$ cat src/rtl/alu_share_arbiter.sv
`default_nettype none
// ============================================================================
// Module   : alu_share_arbiter
// Purpose  : Shares one combinational ALU between two requesters (A and B)
//            using round-robin arbitration. Each request and each response is
//            a valid/ready handshake. Operands are latched on the request
//            handshake so the ALU sees stable inputs. The ALU result is
//            registered and held until the owning requester accepts it.
// Ports    : clk, reset (sync, active-high)
//            ReqValidX/ReqReadyX/ReqSrcAX/ReqSrcBX/ReqCtrlX  request side, X=A,B
//            RspValidX/RspReadyX                             response side, X=A,B
//            RspResult/RspError     shared response data, qualified by RspValidX
//            SrcA/SrcB/ALUControl   to the ALU;  ALUResult  from the ALU
//            Busy                   high whenever the FSM is not idle
// Options  : `define ALU_OP_CHECK_EN to flag opcodes 011/101 as illegal at
//            accept time. Illegal ops skip the ALU and answer one cycle early
//            with RspResult=0, RspError=1. Without the macro RspError is 0.
// Revision : 1.0  initial release
// ============================================================================
module alu_share_arbiter #(
    parameter int WIDTH = 32
) (
    input  logic             clk,
    input  logic             reset,
    // requester A
    input  logic             ReqValidA,
    output logic             ReqReadyA,
    input  logic [WIDTH-1:0] ReqSrcAA,
    input  logic [WIDTH-1:0] ReqSrcBA,
    input  logic [2:0]       ReqCtrlA,
    output logic             RspValidA,
    input  logic             RspReadyA,
    // requester B
    input  logic             ReqValidB,
    output logic             ReqReadyB,
    input  logic [WIDTH-1:0] ReqSrcAB,
    input  logic [WIDTH-1:0] ReqSrcBB,
    input  logic [2:0]       ReqCtrlB,
    output logic             RspValidB,
    input  logic             RspReadyB,
    // shared response
    output logic [WIDTH-1:0] RspResult,
    output logic             RspError,
    // ALU interface
    output logic [WIDTH-1:0] SrcA,
    output logic [WIDTH-1:0] SrcB,
    output logic [2:0]       ALUControl,
    input  logic [WIDTH-1:0] ALUResult,
    // status
    output logic             Busy
);

    typedef enum logic [1:0] {
        S_IDLE = 2'd0,
        S_EXEC = 2'd1,
        S_RESP = 2'd2
    } state_t;

    // Requester encoding used by owner / last-grant registers: 0 = A, 1 = B
    localparam logic c_REQ_A = 1'b0;
    localparam logic c_REQ_B = 1'b1;

    state_t           r_state;
    logic             r_last_grant;
    logic             r_owner;
    logic [WIDTH-1:0] r_src_a;
    logic [WIDTH-1:0] r_src_b;
    logic [2:0]       r_ctrl;
    logic [WIDTH-1:0] r_result;

    logic             w_idle;
    logic             w_grant_b;
    logic             w_accept;
    logic [WIDTH-1:0] w_sel_src_a;
    logic [WIDTH-1:0] w_sel_src_b;
    logic [2:0]       w_sel_ctrl;
    logic             w_owner_ready;

    // Reset gates the request handshake so nothing is accepted while the
    // state register is being forced back to idle.
    assign w_idle = (r_state == S_IDLE) && !reset;

    // B wins when it is the only requester, or when both request and A was
    // the last one served.
    assign w_grant_b = ReqValidB && (!ReqValidA || (r_last_grant == c_REQ_A));
    assign w_accept  = w_idle && (ReqValidA || ReqValidB);

    assign ReqReadyA = w_idle && ReqValidA && !w_grant_b;
    assign ReqReadyB = w_idle && w_grant_b;

    assign w_sel_src_a = w_grant_b ? ReqSrcAB : ReqSrcAA;
    assign w_sel_src_b = w_grant_b ? ReqSrcBB : ReqSrcBA;
    assign w_sel_ctrl  = w_grant_b ? ReqCtrlB : ReqCtrlA;

    // Only the owner's ready completes the response; the other one is ignored.
    assign w_owner_ready = (r_owner == c_REQ_B) ? RspReadyB : RspReadyA;

`ifdef ALU_OP_CHECK_EN
    logic r_error;
    logic w_illegal;

    assign w_illegal = (w_sel_ctrl == 3'b011) || (w_sel_ctrl == 3'b101);
`endif

    always_ff @(posedge clk) begin
        if (reset) begin
            r_state      <= S_IDLE;
            r_last_grant <= c_REQ_B;   // A wins the first contention
            r_owner      <= c_REQ_A;
            r_src_a      <= '0;
            r_src_b      <= '0;
            r_ctrl       <= 3'b000;
            r_result     <= '0;
`ifdef ALU_OP_CHECK_EN
            r_error      <= 1'b0;
`endif
        end else begin
            case (r_state)
                S_IDLE: begin
                    if (w_accept) begin
                        r_owner <= w_grant_b;
`ifdef ALU_OP_CHECK_EN
                        if (w_illegal) begin
                            // Answer straight away; the ALU operand
                            // registers keep their previous contents.
                            r_result <= '0;
                            r_error  <= 1'b1;
                            r_state  <= S_RESP;
                        end else begin
                            r_src_a <= w_sel_src_a;
                            r_src_b <= w_sel_src_b;
                            r_ctrl  <= w_sel_ctrl;
                            r_state <= S_EXEC;
                        end
`else
                        r_src_a <= w_sel_src_a;
                        r_src_b <= w_sel_src_b;
                        r_ctrl  <= w_sel_ctrl;
                        r_state <= S_EXEC;
`endif
                    end
                end
                S_EXEC: begin
                    r_result <= ALUResult;
`ifdef ALU_OP_CHECK_EN
                    r_error  <= 1'b0;
`endif
                    r_state  <= S_RESP;
                end
                S_RESP: begin
                    if (w_owner_ready) begin
                        r_last_grant <= r_owner;
                        r_state      <= S_IDLE;
                    end
                end
                default: begin
                    r_state <= S_IDLE;
                end
            endcase
        end
    end

    assign SrcA       = r_src_a;
    assign SrcB       = r_src_b;
    assign ALUControl = r_ctrl;

    assign RspResult = r_result;
`ifdef ALU_OP_CHECK_EN
    assign RspError  = r_error;
`else
    assign RspError  = 1'b0;
`endif

    assign RspValidA = (r_state == S_RESP) && (r_owner == c_REQ_A);
    assign RspValidB = (r_state == S_RESP) && (r_owner == c_REQ_B);
    assign Busy      = (r_state != S_IDLE);

endmodule
`default_nettype wire

$ cat config.mk
export PLATFORM = sky130hd
export DESIGN_NAME = alu_share_arbiter
export DESIGN_NICKNAME = d
export VERILOG_FILES = /design/src/rtl/alu_share_arbiter.sv
export SDC_FILE = /design/constraint.sdc
export NUM_CORES = 1
export LEC_CHECK = 0
export ABC_AREA = 0
export BUFFER_PORTS_ARGS = -buffer_cell sky130_fd_sc_hd__buf_2
export CAP_MARGIN = 20
export CORE_AREA = 2 2 107 109
export CTS_CLUSTER_DIAMETER = 60
export CTS_CLUSTER_SIZE = 24
export DETAILED_ROUTE_END_ITERATION = 8
export DIE_AREA = 0 0 109 111
export PLACE_DENSITY = 0.88
export SETUP_SLACK_MARGIN = 0.2
export SYNTH_ARGS = -nofsm -noshare
export SYNTH_HDL_FRONTEND = slang
export SYNTH_SLANG_ARGS = --single-unit
$ cat constraint.sdc
create_clock -name clk -period 2.8 [get_ports clk]
set_clock_uncertainty 0.1 [all_clocks]
set_input_delay 0.28 -clock clk [delete_from_list [all_inputs] [get_ports clk]]
set_output_delay 0.28 -clock clk [all_outputs]
set_load 0.005 [all_outputs]
==> results of run 1 <==
==> where the power goes <==
group | switching (mW) | total (mW) | internal (mW)
logic | 0.483 | 0.864 | 0.381
clock network | 0.529 | 1.23 | 0.705
registers | 0.0835 | 1.70 | 1.62
total | 1.10 | 3.80 | 2.71
==> cell type report <==
type | instances | area (um2) | area share
clock buffers | 10 | 239 | 0.0389
clock inverters | 3 | 46.3 | 0.00754
inverters | 4 | 17.5 | 0.00285
multi-input cells | 387 | 2060 | 0.336
flip-flops and latches | 103 | 2060 | 0.336
well taps | 143 | 179 | 0.0291
repair buffers | 289 | 1530 | 0.250
==> through the flow <==
| step | worst slack, ns | util | hold slack [ns] | area, um2 |
|---|---|---|---|---|
| floorplan | 1.30 | - | 0.316 | 4540 |
| global route | 0.675 | 0.554 | 0.0705 | 6140 |
| finish | 0.776 | 0.554 | 0.0764 | 6140 |
| detailed placement | 0.863 | 0.529 | 0.345 | 5850 |
| CTS | 0.767 | 0.554 | 0.0637 | 6140 |
| global placement | 0.973 | 0.529 | 0.339 | 5850 |
==> sequential cells by signal (all words and copies together), names as in the netlist <==
register      count
ALUControl        3
RspResult        32
SrcA             32
SrcB             32
r_last_grant      1
r_owner           1
r_state           2
==> routing by layer <==
metal | global-route usage | vias to the layer above | routed length, um
met5 | 0 | - | 0
met2 | 0.399 | 289 | 7110
met3 | 0.0611 | 28 | 1420
met4 | 0.0744 | 0 | 269
met1 | 0.284 | 2376 | 5930
li1 | - | 2554 | -
==> path summary, 6_finish.rpt <==
check                                to  slack, ns  depth (start not counted)
max                           ReqReadyB       0.78                          3
min reg2reg  RspResult[11]$_SDFFE_PP0N_       0.35                          2
min          RspResult[27]$_SDFFE_PP0N_       0.08                          3
max reg2reg       SrcB[20]$_SDFFE_PP0P_       0.90                          4
==> worst register-to-register path, cell delays in order (launching register included) <==
cell,delay (ns)
dfxtp_1,0.50
a21bo_2,0.58
buf_4,0.33
nor3_1,0.07
nor4_1,0.23
==> cells in the mapped netlist (all sizes together) <==
master / instances
o211ai: 1
nor2b: 3
clkbuf: 22
a21oi: 101
nor2: 3
conb: 1
nand2: 65
nand2b: 2
nor3: 68
a21bo: 1
o21ai: 3
or2: 2
mux2: 1
inv: 4
nor3b: 1
dfxtp: 103
buf: 52
nor4: 135
==> kinds of logic after synthesis <==
kind of cell	Yosys count
AO/OA/AOI/OAI	106
buffers and inverters	78
flip-flops	103
multiplexers	1
other	1
AND/OR/NAND/NOR	279
==> layout by cell type, fill, tap and decap left out, types with 2 or more instances in the layout <==
cell type | netlist | layout
buf_2 | 35 | 274
nor4_1 | 135 | 135
dfxtp_1 | 103 | 103
a21oi_1 | 101 | 101
nor3_1 | 68 | 68
nand2_1 | 65 | 65
buf_4 | 12 | 11
clkbuf_16 | 0 | 9
buf_12 | 0 | 4
o21ai_0 | 3 | 3
nand2b_1 | 2 | 2
nor2_1 | 2 | 2
inv_1 | 2 | 2
==> impl_metrics.tcl, run 1 <==
set metrics [dict create \
    status "complete, no violations" \
    fillers 1052 \
    root_buffer "clkbuf_16" \
    slew_headroom 0.509 \
    ant_nets 0 \
    placed_cells 926 \
    start_kind "flip-flop" \
    tightest_slew_ns 0.737 \
    crit_buf_inv 1 \
    fin_crit_ns 2.02 \
    p_leak_nw 2.73 \
    syn_area_mm2 0.00454 \
    place.gp.congestion 0.857 \
    crit_slowest_cell "a21bo_2" \
    h-tree-depth 3 \
    firstDrtPassIters 5 \
    synth.avg_cell_area_um2 7.99 \
    synth_top_area_frac 0.454 \
    peakVddDrop_mv 0.365 \
    num_rows 39 \
    clock_sinks 103 \
    synth_top_family_by_area "simple AND/OR/NAND/NOR gates" \
    fmax_mhz 494 \
    cts_buffer_depth 2 \
    required_ns 2.42 \
    tritoncts "done" \
    routedWlPerCell_um 15.7 \
    min_from "ALUResult[27]" \
    drt_iter0_markers 395 \
    antenna_cells 0 \
    instances_no_fill 939 \
    max_cap_viol_count 0 \
    via_per_inst 5.59 \
    drive_above_1_share 0.389 \
    ys_warn_count 0 \
    total_power_mw 3.80 \
    end_kind "output port" \
    boundaryPins 277 \
    ys_top_cells_by_area "dfxtp_1 (45%), nor4_1 (19%), a21oi_1 (11%)" \
    io_buffers 275 \
    post_cts_buffers 0 \
    critPathKind "reg2out" \
    grt_overflow_total 0 \
    die_h_um 111 \
    yosys.area_share.simple 0.330 \
    r2r_start "r_last_grant$_SDFFE_PP1P_" \
    grt_max_degree 68 \
    synth_compound_area_frac 0.119 \
    critPathMaxStageDelay_ns 0.57 \
    powerDensity_mw_per_mm2 619 \
    cp_top_family "compound AO/OA/AOI/OAI gates" \
    coreArea_mm2 0.0111 \
    grt_pass1_vias 4692 \
    die_area_mm2 0.0121 \
    grt_antenna_before_repair 0 \
    synth_cells 568 \
    drt_wl_total_mm 14.7 \
    initial_core_util 0.410 \
    synth.net_count 740 \
    ys_ff_latch 103 \
    cp_max_fo 25 \
    ys_seq_area_frac 0.454 \
    drc 0 \
    hold_buffers 0 \
    worstHoldPathType "in2reg" \
    maxSlewViolCount 0 \
    cts_resized 0 \
    hold_violations 0 \
    die_w_um 109 \
    synthAdderAreaFrac 0 \
    grt_pass1_wl_mm 22.8 \
    path_cells "a21bo_2 -> nor3_1 -> buf_2" \
    worstPathArrival_ns 1.64 \
    track_usage 0.234 \
    clock_latency_ns 0.33 \
    via_count 5247 \
    nNetsFinal 966 \
    synth.mux.area_fraction 0.00248 \
    crit_start "r_last_grant$_SDFFE_PP1P_" \
    clk_pin_slew_ns 0.07 \
    synthDistinctLibCells 24 \
    synth_top_area_cell "dfxtp_1" \
    finalCritPeriodShare 0.723 \
    area_delta_synth_final_pct 35.3 \
    report.final.setup_viol 0 \
    rsz0062_at_grt "no" \
    post-dp-hpwl_mm 10.1 \
    tns_ns 0 \
    cts_made_buffers 9 \
    synthXorXnorAreaFrac 0 \
]
Power figures use the tool's default switching activity.
==> inputs of run 2 (changes only) <==
- CORE_AREA: 2 2 107 109 -> not set
- CORE_MARGIN: not set -> 2
- CORE_UTILIZATION: not set -> 43
- DIE_AREA: 0 0 109 111 -> not set
- PLACE_DENSITY: 0.88 -> 0.9
- clock period: 2.8 -> 2 ns (I/O delays scaled with it)
==> run 2 against run 1 <==
  * Largest power group unchanged
  * Flip-flop and latch count unchanged
  * Die area decreased by 5.9%
  * Register-to-register slack got worse by 0.62 ns
  * Sequential power increased by 41%
  * Largest cell class is now multi-input gates
  * Wire length increased by 8.9%
  * Cell area increased by 7.0%
  * Via count increased by 5.4%
==> impl_metrics.tcl, run 2 (synthesized netlist as in run 1, its figures left out) <==
set metrics [dict create \
    grt_pass1_vias 4939 \
    end_kind "output port" \
    worstPathArrival_ns 1.43 \
    switchingPower_mw 1.57 \
    finalCritPeriodShare 0.864 \
    firstDrtPassIters 6 \
    maxSlewViolCount 0 \
    track_usage 0.265 \
    hold_violations 0 \
    rsz0062_at_grt "yes" \
    p_comb_frac 0.263 \
    routedWlPerCell_um 16.3 \
    die_w_um 107 \
    place.gp.congestion 0.866 \
    p_leak_nw 2.94 \
    tightest_slew_ns 0.717 \
    post-dp-hpwl_mm 10.1 \
    peakVddDrop_mv 0.441 \
    sw_frac_of_total 0.311 \
    via_per_inst 5.62 \
    area_delta_synth_final_pct 44.8 \
    drt_wl_total_mm 16.0 \
    use_met2 0.459 \
    coreArea_mm2 0.0103 \
    required_ns 1.70 \
    p_int_mw 3.48 \
    cts_made_buffers 9 \
    tritoncts "done" \
    cp_max_fo 16 \
    initial_core_util 0.441 \
    num_rows 37 \
    grt_overflow_total 0 \
    grt_max_degree 70 \
    grt_antenna_before_repair 0 \
    fin_crit_ns 1.73 \
    use_met1 0.322 \
    dp_slack_ns 0.260 \
    antenna_cells 0 \
    start_kind "flip-flop" \
    via_count 5529 \
    seqPwrFrac 0.472 \
    h-tree-depth 3 \
    slew_headroom 0.522 \
    die_area_mm2 0.0114 \
    powerDensity_mw_per_mm2 769 \
    drc 0 \
    final_cell_mix "buf_2 (274), nor4_1 (135), dfxtp_1 (102)" \
    final_common_cell "buf_2" \
    drt_iter0_markers 515 \
    io_buffers 275 \
    grt.met3_usage 0.0699 \
    tns_ns 0 \
    boundaryPins 277 \
    busiest_layer "met2" \
    max_cap_viol_count 0 \
    ant_nets 0 \
    worstHoldPathType "in2reg" \
    die_h_um 107 \
    grt_pass1_wl_mm 24.6 \
    nNetsFinal 1015 \
    clk_pin_slew_ns 0.10 \
    fmax_mhz 579 \
    drive_above_1_share 0.391 \
    report.final.setup_viol 0 \
    root_buffer "clkbuf_8" \
    p_clk_frac 0.265 \
    critPathKind "reg2out" \
    status "complete, no violations" \
    clock_sinks 103 \
    clock_latency_ns 0.35 \
    cts_buffer_depth 2 \
    fin_ws_ns 0.272 \
]
## run 2: critical path: stages (launching register included)
cell	delay [ns]
dfxtp_4	0.37
nor2_4	0.19
inv_8	0.08
buf_6	0.16
nor3_2	0.14
buf_2	0.13
## run 2: final cells by class
cell class,count,area [um2]
Fill cell,874,3710
Multi-Input combinational cell,387,2070
Sequential cell,103,2070
Timing Repair Buffer,337,2030
Tap cell,136,170
Clock buffer,9,124
Clock inverter,6,78.8
Inverter,4,22.5
Timing Repair inverter,1,6.26
## run 2: routing by layer
| metal | vias up | routed length (um) |
|---|---|---|
| met1 | 2531 | 6330 |
| li1 | 2659 | - |
| met3 | 33 | 1460 |
| met4 | 0 | 389 |
| met5 | - | 0 |
| met2 | 306 | 7860 |
## run 2: worst paths after layout
kind                          endpoint  cells past startpoint  slack (ns)                 startpoint
max                          ReqReadyB                      5        0.27    r_state[1]$_SDFFE_PP0P_
max reg2reg      SrcB[17]$_SDFFE_PP0P_                      5        0.28    r_state[1]$_SDFFE_PP0P_
min          r_last_grant$_SDFFE_PP1P_                      3        0.03                  RspReadyB
min reg2reg  RspResult[1]$_SDFFE_PP0N_                      2        0.36  RspResult[1]$_SDFFE_PP0N_
## run 2: repair_timing
item,in CTS,in global routing
endpoints found under the setup margin,1,2
hold buffers,32,0
buffers inserted,0,9
gates cloned,0,1
hold endpoints to repair,32,0
pin swaps,1,2
gates resized for setup,3,5
## run 2: per-stage QoR
stage	power, mW	hold slack [ns]	util	cell area (um2)	cells
6_report	5.05	0.0272	0.639	6570	983
5_1_grt	5.33	0.0212	0.639	6570	983
4_1_cts	5.05	0.00556	0.628	6460	973
3_5_place_dp	3.65	0.345	0.576	5920	926
3_3_place_gp	3.63	0.340	0.576	5920	926
2_1_floorplan	3.13	0.236	-	4540	568
## run 2: power by group through the flow
stage | clock network (mW) | logic (mW) | registers (mW)
after CTS | 1.39 | 1.28 | 2.38
final | 1.34 | 1.33 | 2.39
after floorplan | 0 | 0.691 | 2.44
after global placement | 0 | 1.21 | 2.42
after detailed placement | 0 | 1.22 | 2.43
after global routing | 1.47 | 1.45 | 2.41
==> inputs of run 3 (changes only) <==
- BUFFER_PORTS_ARGS: -buffer_cell sky130_fd_sc_hd__buf_2 -> not set
- CORE_ASPECT_RATIO: not set -> 0.6
- CORE_UTILIZATION: 43 -> 45
- DONT_BUFFER_PORTS: not set -> 1
- PLACE_DENSITY: 0.9 -> 0.7
==> run 3 against run 2 <==
  * Hold slack got worse by 0.18 ns
  * Die area shrank 4.0%
  * First-iteration DRC count is 57% lower
  * Non-clock buffer count down 319
  * Via count is 24% lower
  * The run now ends with negative hold slack left
  * Fmax is 2.9% higher
  * Utilization is 15 points lower
  * Sequential share of layout area grew 11 points
  * Combinational power is 40% lower
  * Critical endpoint is now ReqReadyA
  * Sequential power is 3% higher
  * Total power decreased by 1.0%
==> impl_metrics.tcl, run 3 (synthesized netlist as in run 1, its figures left out) <==
set metrics [dict create \
    rsz0062_at_grt "no" \
    critPathKind "reg2out" \
    slew_headroom 0.590 \
    area_delta_synth_final_pct 6.76 \
    required_ns 1.70 \
    finalCritPeriodShare 0.840 \
    dpl-instance-area_mm2 0.00451 \
    maxSlewViolCount 0 \
    clock_sinks 103 \
    dp_slack_ns 0.348 \
    drive_above_1_share 0.0720 \
    via_count 4194 \
    post_cts_buffers 0 \
    hold_ws_ns -0.151 \
    p_leak_nw 1.58 \
    path_cells "nor2_4 -> inv_6 -> nor4_1" \
    die_area_mm2 0.0109 \
    r2r_start "r_state[1]$_SDFFE_PP0P_" \
    grt_overflow_total 0 \
    worstPathArrival_ns 1.38 \
    fin_ws_ns 0.320 \
    end_kind "output port" \
    fin_crit_ns 1.68 \
    track_usage 0.229 \
    worstHoldPathType "in2reg" \
    clk_pin_slew_ns 0.07 \
    status "finished with violations" \
    final_common_cell "nor4_1" \
    worst-r2r-setup-slack_ns 0.39 \
    hold_buffers 3 \
    tritoncts "done" \
    report.final.setup_viol 0 \
    peakVddDrop_mv 0.405 \
    num_rows 28 \
    max_cap_viol_count 0 \
    drt_iter0_markers 221 \
    tns_ns 0 \
    powerDensity_mw_per_mm2 1030 \
    cp_max_fo 34 \
    routedWlPerCell_um 20.5 \
    grt_pass1_vias 3749 \
    nNetsFinal 695 \
    cts_made_buffers 9 \
    cts_buffer_depth 2 \
    hold_violations 102 \
    grt_antenna_before_repair 0 \
    fmax_mhz 595 \
    cp-endpoint "ReqReadyA" \
    initial_core_util 0.461 \
    drc 0 \
    post-dp-hpwl_mm 9.08 \
    ant_nets 0 \
    die_h_um 81.8 \
    crit_start "r_state[1]$_SDFFE_PP0P_" \
    tightest_slew_ns 0.615 \
    rr_worst_depth 5 \
    coreArea_mm2 0.00984 \
    design_area_mm2 0.00484 \
    h-tree-depth 3 \
    start_kind "flip-flop" \
    grt_pass1_wl_mm 19.9 \
    boundaryPins 277 \
    drt_wl_total_mm 13.6 \
    firstDrtPassIters 5 \
    final_cell_mix "nor4_1 (135), dfxtp_1 (103), a21oi_1 (101)" \
    place.gp.congestion 0.817 \
    root_buffer "clkbuf_16" \
    min_from "reset" \
    r2r_end "SrcA[10]$_SDFFE_PP0P_" \
    die_w_um 134 \
    crit_slowest_cell "dfxtp_1" \
    io_buffers 0 \
    grt_max_degree 106 \
    violations "negative hold slack" \
    via_per_inst 6.33 \
    clock_latency_ns 0.33 \
    critPathMaxStageDelay_ns 0.36 \
    antenna_cells 0 \
]
run 3: cell types whose count changed in the layout (fill, tap and decap cells not counted), sizes merged:
| cell | previous run | this run |
|---|---|---|
| buf | 305 | 15 |
| dlygate4sd3 | 32 | 3 |
| inv | 7 | 4 |
| clkbuf | 9 | 11 |
| clkinv | 3 | 4 |
run 3: what timing repair did:
| action | 4_1_cts | 5_1_grt |
|---|---|---|
| endpoints found under the hold margin | 103 | 102 |
| setup endpoints to repair | 0 | 1 |
| gates resized for setup | 0 | 1 |
run 3: worst max-delay path: cells and delay by family (launching register included):
family | cells | cell delay [ns]
flip-flops | 1 | 0.36
AND/OR/NAND/NOR | 2 | 0.54
buffers and inverters | 1 | 0.14
run 3: final cells by class:
class	instances	area [um2]
fillers	963	5000
flip-flops and latches	103	2060
multi-input cells	387	2060
clock buffers	11	243
repair buffers	18	230
well taps	135	169
clock inverters	5	57.6
inverters	4	20.0
run 3: layer usage:
layer / track usage / part of all wire / wire, um / vias to the layer above
met2: 0.369 / 0.47 / 6340 / 234
met4: 0.0649 / 0.013 / 173 / 0
met3: 0.0840 / 0.11 / 1500 / 22
met5: 0 / 0 / 0 / -
met1: 0.292 / 0.41 / 5570 / 1925
li1: - / - / - / 2013
run 3: power breakdown:
part | switching, mW | internal, mW
logic | 0.489 | 0.308
clock network | 0.743 | 1.01
registers | 0.185 | 2.27
total | 1.42 | 3.58
run 3: worst min-delay path by stage:
stage | to | slack (ns) | cells after the start
after global routing | RspResult[26]$_SDFFE_PP0N_ | -0.18 | 1
after CTS | RspResult[23]$_SDFFE_PP0N_ | -0.18 | 1
final | SrcB[0]$_SDFFE_PP0P_ | -0.15 | 1
after detailed placement | SrcA[8]$_SDFFE_PP0P_ | 0.19 | 1
after floorplan | RspResult[0]$_SDFFE_PP0N_ | 0.24 | 2
after global placement | RspResult[23]$_SDFFE_PP0N_ | 0.18 | 1
run 3: per-stage QoR:
stage,hold WS (ns),std cells,utilization,total power [mW]
floorplan,0.236,568,-,3.13
global placement,0.182,644,0.458,3.25
detailed placement,0.187,644,0.458,3.29
CTS,-0.179,663,0.492,5.04
global route,-0.179,663,0.492,5.24
finish,-0.151,663,0.492,5.00
